## src/rtl/ets_phase_clkgen.sv

```systemverilog
// -----------------------------------------------------------------------------
// ets_phase_clkgen
//
// Phase-offset clock generator for equivalent-time sampling. A free-running
// phase counter divides clk into a reference square wave (ref_clk) and a second
// square wave (ets_clk) that lags it by a programmable number of clk cycles.
// The lag is changed through a load/step handshake. A new lag is applied only
// at a period boundary (counter wrap), so ets_clk never produces a runt pulse.
//
// Parameters
//   PERIOD_CYCLES  clk cycles per output period (even, >= 4)
//   DELAY_WIDTH    width of the phase code
//   LOCK_PERIODS   wraps after reset before locked asserts (>= 1)
//
// Ports
//   clk        in   system clock, rising-edge logic
//   reset      in   asynchronous active-high reset
//   delay_in   in   absolute lag for a load request
//   load       in   one-cycle request to apply delay_in
//   step_inc   in   one-cycle request for lag + 1 (modulo period)
//   step_dec   in   one-cycle request for lag - 1 (modulo period)
//   busy       out  a request is accepted and waiting for the next wrap
//   done       out  one-cycle pulse on the edge the new lag takes effect
//   phase_out  out  currently active lag
//   ref_clk    out  divided reference square wave
//   ets_clk    out  phase-lagged square wave
//   locked     out  outputs stable after reset
// -----------------------------------------------------------------------------
module ets_phase_clkgen #(
  parameter int PERIOD_CYCLES = 256,
  parameter int DELAY_WIDTH   = $clog2(PERIOD_CYCLES),
  parameter int LOCK_PERIODS  = 2
) (
  input  logic                   clk,
  input  logic                   reset,
  input  logic [DELAY_WIDTH-1:0] delay_in,
  input  logic                   load,
  input  logic                   step_inc,
  input  logic                   step_dec,
  output logic                   busy,
  output logic                   done,
  output logic [DELAY_WIDTH-1:0] phase_out,
  output logic                   ref_clk,
  output logic                   ets_clk,
  output logic                   locked
);

  // Width of the saturating wrap counter used for lock detection.
  localparam int LOCK_W = $clog2(LOCK_PERIODS + 1);

  localparam logic [DELAY_WIDTH-1:0] ZERO_D   = {DELAY_WIDTH{1'b0}};
  localparam logic [DELAY_WIDTH-1:0] ONE_D    = DELAY_WIDTH'(1);
  localparam logic [DELAY_WIDTH-1:0] LAST_D   = DELAY_WIDTH'(PERIOD_CYCLES - 1);
  // Wide (DELAY_WIDTH+1) constants for the modulo lag arithmetic and compares.
  localparam logic [DELAY_WIDTH:0]   PERIOD_W = (DELAY_WIDTH + 1)'(PERIOD_CYCLES);
  localparam logic [DELAY_WIDTH:0]   HALF_W   = (DELAY_WIDTH + 1)'(PERIOD_CYCLES / 2);
  localparam logic [LOCK_W-1:0]      LOCK_TGT = LOCK_W'(LOCK_PERIODS);
  localparam logic [LOCK_W-1:0]      LOCK_ONE = LOCK_W'(1);

  typedef enum logic {
    ST_IDLE = 1'b0,
    ST_PEND = 1'b1
  } state_t;

  // Registered state
  state_t                 state;
  logic [DELAY_WIDTH-1:0] cnt;
  logic [DELAY_WIDTH-1:0] pending;
  logic [LOCK_W-1:0]      wrap_cnt;

  // Next-state values
  state_t                 state_next;
  logic [DELAY_WIDTH-1:0] cnt_next;
  logic [DELAY_WIDTH-1:0] pending_next;
  logic [DELAY_WIDTH-1:0] phase_next;
  logic                   done_next;
  logic [LOCK_W-1:0]      wrap_cnt_next;
  logic                   locked_next;
  logic                   ref_next;
  logic                   ets_next;

  // Decoded request and helpers
  logic                   wrap;
  logic                   req_valid;
  logic [DELAY_WIDTH-1:0] req_value;
  logic [DELAY_WIDTH:0]   cnt_w;
  logic [DELAY_WIDTH:0]   phase_w;
  logic [DELAY_WIDTH:0]   lag_pos;

  // Phase counter: counts 0..PERIOD_CYCLES-1; the edge leaving LAST_D is a wrap.
  always_comb begin
    wrap = (cnt == LAST_D);
    if (wrap) begin
      cnt_next = ZERO_D;
    end else begin
      cnt_next = cnt + ONE_D;
    end
  end

  // Request decode: load beats a single step; simultaneous inc+dec is ignored.
  // The load value is compared wide so the clamp also works when the code
  // space exceeds the period (non-power-of-two periods).
  always_comb begin
    req_valid = 1'b0;
    req_value = phase_out;
    if (load) begin
      req_valid = 1'b1;
      if ({1'b0, delay_in} >= PERIOD_W) begin
        req_value = LAST_D;
      end else begin
        req_value = delay_in;
      end
    end else if (step_inc && !step_dec) begin
      req_valid = 1'b1;
      if (phase_out == LAST_D) begin
        req_value = ZERO_D;
      end else begin
        req_value = phase_out + ONE_D;
      end
    end else if (step_dec && !step_inc) begin
      req_valid = 1'b1;
      if (phase_out == ZERO_D) begin
        req_value = LAST_D;
      end else begin
        req_value = phase_out - ONE_D;
      end
    end else begin
      req_valid = 1'b0;
      req_value = phase_out;
    end
  end

  // Handshake FSM: IDLE accepts a request; PEND holds it until the next wrap.
  // A request accepted on a wrap edge enters PEND after that wrap, so it is
  // applied one full period later.
  always_comb begin
    state_next   = state;
    pending_next = pending;
    phase_next   = phase_out;
    done_next    = 1'b0;
    case (state)
      ST_IDLE: begin
        if (req_valid) begin
          state_next   = ST_PEND;
          pending_next = req_value;
        end else begin
          state_next   = ST_IDLE;
        end
      end
      ST_PEND: begin
        if (wrap) begin
          state_next = ST_IDLE;
          phase_next = pending;
          done_next  = 1'b1;
        end else begin
          state_next = ST_PEND;
        end
      end
      default: begin
        state_next   = ST_IDLE;
        pending_next = ZERO_D;
        phase_next   = ZERO_D;
        done_next    = 1'b0;
      end
    endcase
  end

  // Output waveform: uses next count and next lag so that on the applying edge
  // ets_clk already reflects the new phase. The lag subtraction is one bit
  // wider than the code and adds the period back when it would go negative.
  always_comb begin
    cnt_w   = {1'b0, cnt_next};
    phase_w = {1'b0, phase_next};
    if (cnt_w >= phase_w) begin
      lag_pos = cnt_w - phase_w;
    end else begin
      lag_pos = (cnt_w + PERIOD_W) - phase_w;
    end
    ref_next = (cnt_w < HALF_W);
    ets_next = (lag_pos < HALF_W);
  end

  // Lock detection: saturating count of wraps since reset; the first edge
  // after reset is a wrap because the counter resets to LAST_D.
  always_comb begin
    if (wrap && (wrap_cnt != LOCK_TGT)) begin
      wrap_cnt_next = wrap_cnt + LOCK_ONE;
    end else begin
      wrap_cnt_next = wrap_cnt;
    end
    locked_next = (wrap_cnt_next == LOCK_TGT);
  end

  // State and output registers with asynchronous reset.
  always_ff @(posedge clk or posedge reset) begin
    if (reset) begin
      state     <= ST_IDLE;
      cnt       <= LAST_D;
      pending   <= ZERO_D;
      wrap_cnt  <= {LOCK_W{1'b0}};
      busy      <= 1'b0;
      done      <= 1'b0;
      phase_out <= ZERO_D;
      ref_clk   <= 1'b0;
      ets_clk   <= 1'b0;
      locked    <= 1'b0;
    end else begin
      state     <= state_next;
      cnt       <= cnt_next;
      pending   <= pending_next;
      wrap_cnt  <= wrap_cnt_next;
      busy      <= (state_next == ST_PEND);
      done      <= done_next;
      phase_out <= phase_next;
      ref_clk   <= ref_next;
      ets_clk   <= ets_next;
      locked    <= locked_next;
    end
  end

endmodule

```

## config.mk

```make
export PLATFORM = sky130hd
export DESIGN_NAME = ets_phase_clkgen
export DESIGN_NICKNAME = d
export VERILOG_FILES = /design/src/rtl/ets_phase_clkgen.sv
export SDC_FILE = /design/constraint.sdc
export NUM_CORES = 1
export LEC_CHECK = 0
export ABC_AREA = 1
export CAP_MARGIN = 30
export CORE_ASPECT_RATIO = 0.9
export CORE_MARGIN = 5
export CORE_UTILIZATION = 59
export CTS_BUF_LIST = sky130_fd_sc_hd__clkbuf_16
export DETAILED_ROUTE_END_ITERATION = 8
export HOLD_SLACK_MARGIN = 0.15
export PLACE_DENSITY_LB_ADDON = 0.3
export SLEW_MARGIN = 20
export SYNTH_ARGS = -nofsm -noshare
export SYNTH_HDL_FRONTEND = slang
export SYNTH_SLANG_ARGS = --single-unit
```

## constraint.sdc

```tcl
create_clock -name clk -period 4.85 [get_ports clk]
set_input_delay 0.97 -clock clk [delete_from_list [all_inputs] [get_ports clk]]
set_output_delay 0.97 -clock clk [all_outputs]
set_load 0.02 [all_outputs]
```

# [Word-level counts from Yosys, hierarchy flattened]
# Index checks and enable logic that the tools add are counted.
[word_totals] out_inout_bits=13 register_bits=31 wordCells=49
[op_classes] n_bitwise=1 n_reduce_logical=7 n_lt_le_gt_ge=3 n_addsub=7 n_eq_ne=4 mux=18
[ops] operator="8-bit 2-to-1 mux" n=8
[ops] operator="8-bit by 1-bit adder with 8-bit output (second input constant)" n=2
[ops] operator="8-bit equality test (second input constant)" n=2
[ops] operator="8-bit by 9-bit adder with 9-bit output (second input constant)" n=1
[ops] operator="9-bit by 8-bit less-than comparator with 1-bit output (second input constant)" n=1
[ops] operator="9-bit 2-to-1 mux" n=1
[ops] operator="8-bit by 8-bit subtractor with 9-bit output" n=1
[ops] operator="9-bit by 8-bit subtractor with 9-bit output" n=1
[ops] operator="8-bit greater-or-equal comparator" n=1
[ops] operator="8-bit logical NOT" n=1
[ops] operator="8-bit less-than comparator (second input constant)" n=1
[ops] operator="8-bit by 1-bit subtractor with 8-bit output (second input constant)" n=1
[ops] operator="1-bit 2-to-1 mux" n=7
[ops] operator="1-bit logical AND" n=3
[ops] operator="2-bit by 1-bit adder with 2-bit output (second input constant)" n=1
[ops] operator="2-bit equality test (second input constant)" n=1
[ops] operator="1-bit logical NOT" n=2
[ops] operator="2-bit 2-to-1 mux" n=1
[ops] operator="2-bit != test (second input constant)" n=1
[ops] operator="1-bit one-hot mux with 2 select lines" n=1
[ops] operator="2-bit AND reduction" n=1
[ops] operator="1-bit inverter" n=1

# [Logic depth before layout (Yosys ltp)]
[logic_depth] depth_word=7 ltp_mapped=17 ltp_nobuf=16

# [Worst setup path after synthesis]
# Ideal clock, no wire load.
[synth_timing] path_type="flip-flop to flip-flop" start="reg cnt[0]" end="reg ets_clk" period_less_slack_ns=2.304 path_buffers=1 slack_ns=2.546 arrival_time_ns=2.191 stages_incl_launch_ff=18 path_cell_list="dfstp_2 ha_1 nand2_2 nor2_4 nand3_2 inv_1 buf_2 nand2_1 o21ai_0 inv_1 ha_1 nand2_1 o21ai_0 nand3_1 nand2_1 nand2_1 nand2_1 inv_1"
[synth_via] elab_chain_cells=6 elab_cells_between_ends=11 cone_classes="add/sub (4); order compare (2); eq/ne (1); mux (4)"
[synth_rtl] element="start, declared" line_no="67" source="logic [DELAY_WIDTH-1:0] cnt;"
[synth_rtl] element="start signal, assigned" line_no="209" source="cnt <= cnt_next;"
[synth_rtl] element="8-bit equality test *" line_no="92" source="wrap = (cnt == LAST_D);"
[synth_rtl] element="8-bit 2-to-1 mux *" line_no="151" source="if (wrap) begin"
[synth_rtl] element="8-bit 2-to-1 mux *" line_no="141" source="case (state)"
[synth_rtl] element="net phase_next[1]" line_no="75" source="logic [DELAY_WIDTH-1:0] phase_next;"
[synth_rtl] element="9-bit by 8-bit subtractor with 9-bit output, or another cell as far along" line_no="177" source="lag_pos = (cnt_w + PERIOD_W) - phase_w;"
[synth_rtl] element="9-bit 2-to-1 mux *" line_no="174" source="if (cnt_w >= phase_w) begin"
[synth_rtl] element="9-bit by 8-bit less-than comparator with 1-bit output *" line_no="180" source="ets_next = (lag_pos < HALF_W);"
[synth_rtl] element="net ets_next" line_no="80" source="logic ets_next;"
[synth_rtl] element="end signal, assigned" line_no="216" source="ets_clk <= ets_next;"
[synth_rtl] element="end, declared" line_no="44" source="output logic ets_clk,"
# Mark *: on every way through the listed nets, which the timed path passes. The rest lies on a longest branch.
# A chain may end at the register's enable or synchronous reset.

# [Final worst setup path]
[layout_timing] start="in step_inc" end="reg pending[5]"
[layout_via] elab_chain_cells=6 elab_cells_between_ends=10 cone_classes="mux (6); reduce/logical (4)"
[layout_rtl] element="start, declared" line_no="38" source="input logic step_inc,"
[layout_rtl] element="1-bit logical NOT" line_no="120" source="end else if (step_dec && !step_inc) begin"
[layout_rtl] element="1-bit logical AND" line_no="120"
[layout_rtl] element="1-bit 2-to-1 mux" line_no="120"
[layout_rtl] element="1-bit 2-to-1 mux" line_no="113" source="end else if (step_inc && !step_dec) begin"
[layout_rtl] element="1-bit 2-to-1 mux" line_no="106" source="if (load) begin"
[layout_rtl] element="2-bit AND reduction (no source line)"
[layout_rtl] element="end signal, assigned" line_no="210" source="pending <= pending_next;"
[layout_rtl] element="end, declared" line_no="68" source="logic [DELAY_WIDTH-1:0] pending;"
# Parallel ways exist; a longest one is shown, timed or not.

==> results.md <==
- The source of the worst register-to-register timing path is cnt[0]$_DFF_PP1_.
- The final layout contains routed wiring with a total length of 4715 um.
- Post-CTS timing repair inserted 0 buffers for setup.
- The most used flip-flop cell after synthesis is sky130_fd_sc_hd__dfrtp_1.
- The number of slew-limit violations in the final report is 0.
- For this run, global-route usage on met1 was measured as 0.2950.
- The post-detailed-route DRC marker count is 0.
- Walking the worst path, the cells encountered are clkdlybuf4s50_1, inv_1, ha_1, a21oi_1, inv_1, nand2_1, o21ai_0.
- The maximum fanout encountered on the critical timing path is 11.
- The number of buffers added to fix hold violations after cts is 0.
- The number of hold violations in the final report came to 0.
- Summed over all layers, the global routing overflow is 0.
- The congestion estimate from routability-driven global placement came to 0.8541.
- Across every metal layer, demand over resource in global routing totals 0.2231.
- The switching fraction of total power is 0.2080.
- The number of nets handed over by synthesis was 282.
- The count of buffering cells on the critical path with inverters included is 3.
- At the worst endpoint, the required time is 5.01 ns.
- The critical path runs through a total of 7 cells.
- The number of sinks handled by clock tree synthesis is 31.
- The sum of negative setup slack is 0 ns.
- The most repeated library cell on the critical path is sky130_fd_sc_hd__inv_1.
- The min-delay analysis places its worst path in the category flop to flop.
- The capture instance of the worst register-to-register path is ets_clk$_DFF_PP0_.
- Cell internal power was estimated by the tool at 523.2 uW.
- The number of vias per cell is 5.412.
- The initial DRC count is 116.
- Setup repair after global routing left no endpoint under its margin.
- Counting every instance in the synthesized netlist gives 255.
- The cell at the slowest stage of the critical path is sky130_fd_sc_hd__a21oi_1.
- Row generation in the floorplan step produced 19 rows.
- Before antenna repair, the detailed router went through 6 iterations.
- Setup slack on the worst reg-to-reg path comes out at 2.07 ns.
- The number of antenna diodes in the final layout is 0.
- The average instance in the mapped netlist occupies 7.689 um2.
- Of the post-synthesis cell area, the dominant cell type holds 0.2936.
- The global routing stage identified its most utilized layer as met2.
- The critical setup path kind is primary input to flop.
- The met3 track demand over resource in global routing is 0.06491.
- The synthesis warning total is 0.
- For the pin with the worst max-slew slack, the measured transition is 0.7901 ns.
- The async set or reset register ratio after synthesis is 1.000.
- The share of cells above drive strength 1 is 0.1189.
- The pin count of the biggest net entering global routing is 32.
- Static timing analysis puts the maximum clock frequency at 0.3550 GHz.
- The detailed-placement wirelength estimate is 3378 um.
- The synthesized cell area is 0.001961 mm2.
- Tracing the worst setup path back leads to its startpoint at step_inc.
- By count the netlist is led by 52 x sky130_fd_sc_hd__nand2_1, 43 x sky130_fd_sc_hd__inv_1, 25 x sky130_fd_sc_hd__nand3_1, 23 x sky130_fd_sc_hd__dfrtp_1, 19 x sky130_fd_sc_hd__o21ai_0.
- The number of synthesized flops with an enable pin is 0.
- The flow ran to the end, and the final reports show no timing, DRC or antenna violations.
- The net count of the finished layout is 312.
- STA classifies the critical path startpoint as a primary input.
- TritonCTS built the clock tree.
- The number of fill cells in the layout is 229.
- The share of total power in sequential cells is 0.407.
- The count of state elements after synthesis is 31.
- The library cell occupying the most area in the post-synthesis netlist is sky130_fd_sc_hd__dfrtp_1.
- The count of antenna-violating nets left after detailed routing is 0.
- In the global route stage, met2 resource usage came out at 0.3669.
- The cell leakage power is 1.210 nW.
- The synthesized netlist contains 31 unique library cells.
- The longest clock path from root to sink contains 2 buffers.
- The number of global-route vias before repair is 1,713.
- The routed layout has 1,775 vias.
- Relative to the synthesized area, the layout overhead comes to 23.55%.
- The initial utilization of the core area, before any placement, comes to 0.6296.
- The net load switching power is 137.4 uW.
- The worst setup path endpoint is pending[5]$_DFFE_PP0P_.
- Sorting the synthesized cells by area gives the leading types as sky130_fd_sc_hd__dfrtp_1 29%, sky130_fd_sc_hd__dfstp_2 11%, sky130_fd_sc_hd__nand2_1 10%, sky130_fd_sc_hd__ha_1 8.9%, sky130_fd_sc_hd__inv_1 8.2%.
- The number of primary I/O pins is 26.
- The number of endpoints failing setup at the final stage is 0.
- The worst pin sits at a relative slew slack of 0.4733.
- The ratio of total power to cell area is 272.7 mW/mm2.
- In this run the clock root is driven by a sky130_fd_sc_hd__clkbuf_16.
- The register area share after synthesis is 0.4008.
- Dividing the final minimum period by the clock period gives 0.5808.
- The worst-case IR drop observed on VDD is 0.0002753 V.
- The clock tree skew after final layout is 0.007056 ns.
- The setup slack after placement is 1.848 ns.
- The length in cells of the worst reg-to-reg path is 16.
- During placement, the flow inserted port buffers numbering 25.
- The die is 70.77 um wide.
- The die footprint is 0.004578 mm2.
- The most frequent cell after synthesis is sky130_fd_sc_hd__nand2_1.
- The number of cells upsized or downsized after cts is 0.
- The first-pass GRT wire length is 8045 um.
- The critical path arrival is 2.97 ns.
- The die extent in y is 64.69 um.
- The detailed-route wire length per cell is 14.38 um.
- The clock period minus final worst setup slack is 2.817 ns.
- The share of total power dissipated in combinational logic is 0.065.
- The count of H-tree levels built during CTS is 2.
- The clock share of power is 0.528.
- Clock-pin slew was measured on the worst setup and hold paths at 0.05 ns.
- For this run, the slowest stage of the critical path takes 0.64 ns.
- The element type at the critical path end is a flop.
- In the post-route analysis, the smallest setup slack over all paths is 2.033 ns.
- The initial antenna violation count came to 0.
- The insertion delay of the later-clocked pin in the worst-skew pair is 0.28 ns.
- Clock tree synthesis inserted a total of 5 buffers.
- Max-cap violations in this run came to 0.
- On the critical path the largest part of the delay comes from buffers and inverters.
- The placeable core area is 0.003114 mm2.
-- registers in the layout, indices dropped and copies added (netlist names) --
signal	flops
locked	1
phase_out	8
cnt	8
wrap_cnt	2
state	1
done	1
ref_clk	1
ets_clk	1
pending	8
-- power groups by stage --
stage               registers, mW  logic (mW)  clock network (mW)
floorplan                   0.272      0.0246                   0
global placement            0.272      0.0415                   0
global route                0.269      0.0479               0.367
CTS                         0.268      0.0428               0.351
detailed placement          0.272      0.0421                   0
finish                      0.269      0.0428               0.349
-- per-layer routing --
layer  vias to the layer above  routed length [um]  part of all wire
li1                        882                   -                 -
met1                       828                2156              0.46
met2                        57                2201              0.47
met3                         8                 276             0.059
met4                         0                  81             0.017
met5                         -                   0                 0
-- area by class of cell --
cell class | instances | area [um2] | share of cell area
Multi-Input combinational cell | 176 | 993.5 | 0.4101
Sequential cell | 31 | 785.8 | 0.3244
Timing Repair Buffer | 26 | 257.7 | 0.1064
Inverter | 45 | 168.9 | 0.06973
Clock buffer | 5 | 125.1 | 0.05165
Tap cell | 42 | 52.55 | 0.02169
Clock inverter | 3 | 38.79 | 0.01601
-- worst min-delay path by stage --
stage	from	endpoint	slack, ns	cells past startpoint
6_report	wrap_cnt[0]$_DFF_PP0_	wrap_cnt[0]$_DFF_PP0_	0.49	1
5_1_grt	pending[4]$_DFFE_PP0P_	pending[4]$_DFFE_PP0P_	0.51	2
4_1_cts	wrap_cnt[0]$_DFF_PP0_	wrap_cnt[0]$_DFF_PP0_	0.49	1
3_5_place_dp	pending[4]$_DFFE_PP0P_	pending[4]$_DFFE_PP0P_	0.47	2
3_3_place_gp	pending[5]$_DFFE_PP0P_	pending[5]$_DFFE_PP0P_	0.47	2
2_1_floorplan	pending[7]$_DFFE_PP0P_	pending[7]$_DFFE_PP0P_	0.44	2
-- through the flow --
stage	instance area (um2)	power, mW	hold slack, ns	std cells	util
2_1_floorplan	1961	0.2961	0.4414	255	-
3_3_place_gp	2258	0.3137	0.4663	320	0.7252
3_5_place_dp	2258	0.3145	0.4735	320	0.7252
4_1_cts	2422	0.6624	0.4897	328	0.7778
5_1_grt	2422	0.6838	0.5108	328	0.7778
6_report	2422	0.6606	0.4912	328	0.7778
-- cells by family (layout without fill, tap and decap cells) --
logic type	after synthesis	count (layout)	synth area share
and+or+nand+nor	115	115	0.2738
buffers and inverters	48	79	0.09253
AOI/OAI and AO/OA	43	43	0.1257
DFF	31	31	0.4008
adders and majority gates	14	14	0.08934
xor gates and xnor gates	4	4	0.01787
-- cells in the final DEF (no fill, tap or decap), drive strengths merged --
| cell type | netlist | final |
|---|---|---|
| a21o | 1 | 1 |
| o21a | 1 | 1 |
| nand4 | 4 | 4 |
| clkinv | 1 | 3 |
| dfstp | 8 | 8 |
| ha | 14 | 14 |
| or2 | 5 | 5 |
| a21oi | 10 | 10 |
| buf | 1 | 1 |
| clkdlybuf4s50 | 0 | 25 |
| nand3b | 1 | 1 |
| o211ai | 7 | 7 |
| xnor2 | 1 | 1 |
| nand2 | 57 | 57 |
| inv | 44 | 44 |
| dfrtp | 23 | 23 |
| nor2 | 21 | 21 |
| a211oi | 1 | 1 |
| xor2 | 3 | 3 |
| nand3 | 27 | 27 |
| o22ai | 1 | 1 |
| clkbuf | 2 | 5 |
| bufinv | 0 | 1 |
| o21ai | 21 | 21 |
| a31oi | 1 | 1 |
(Power assumes the default switching activity.)
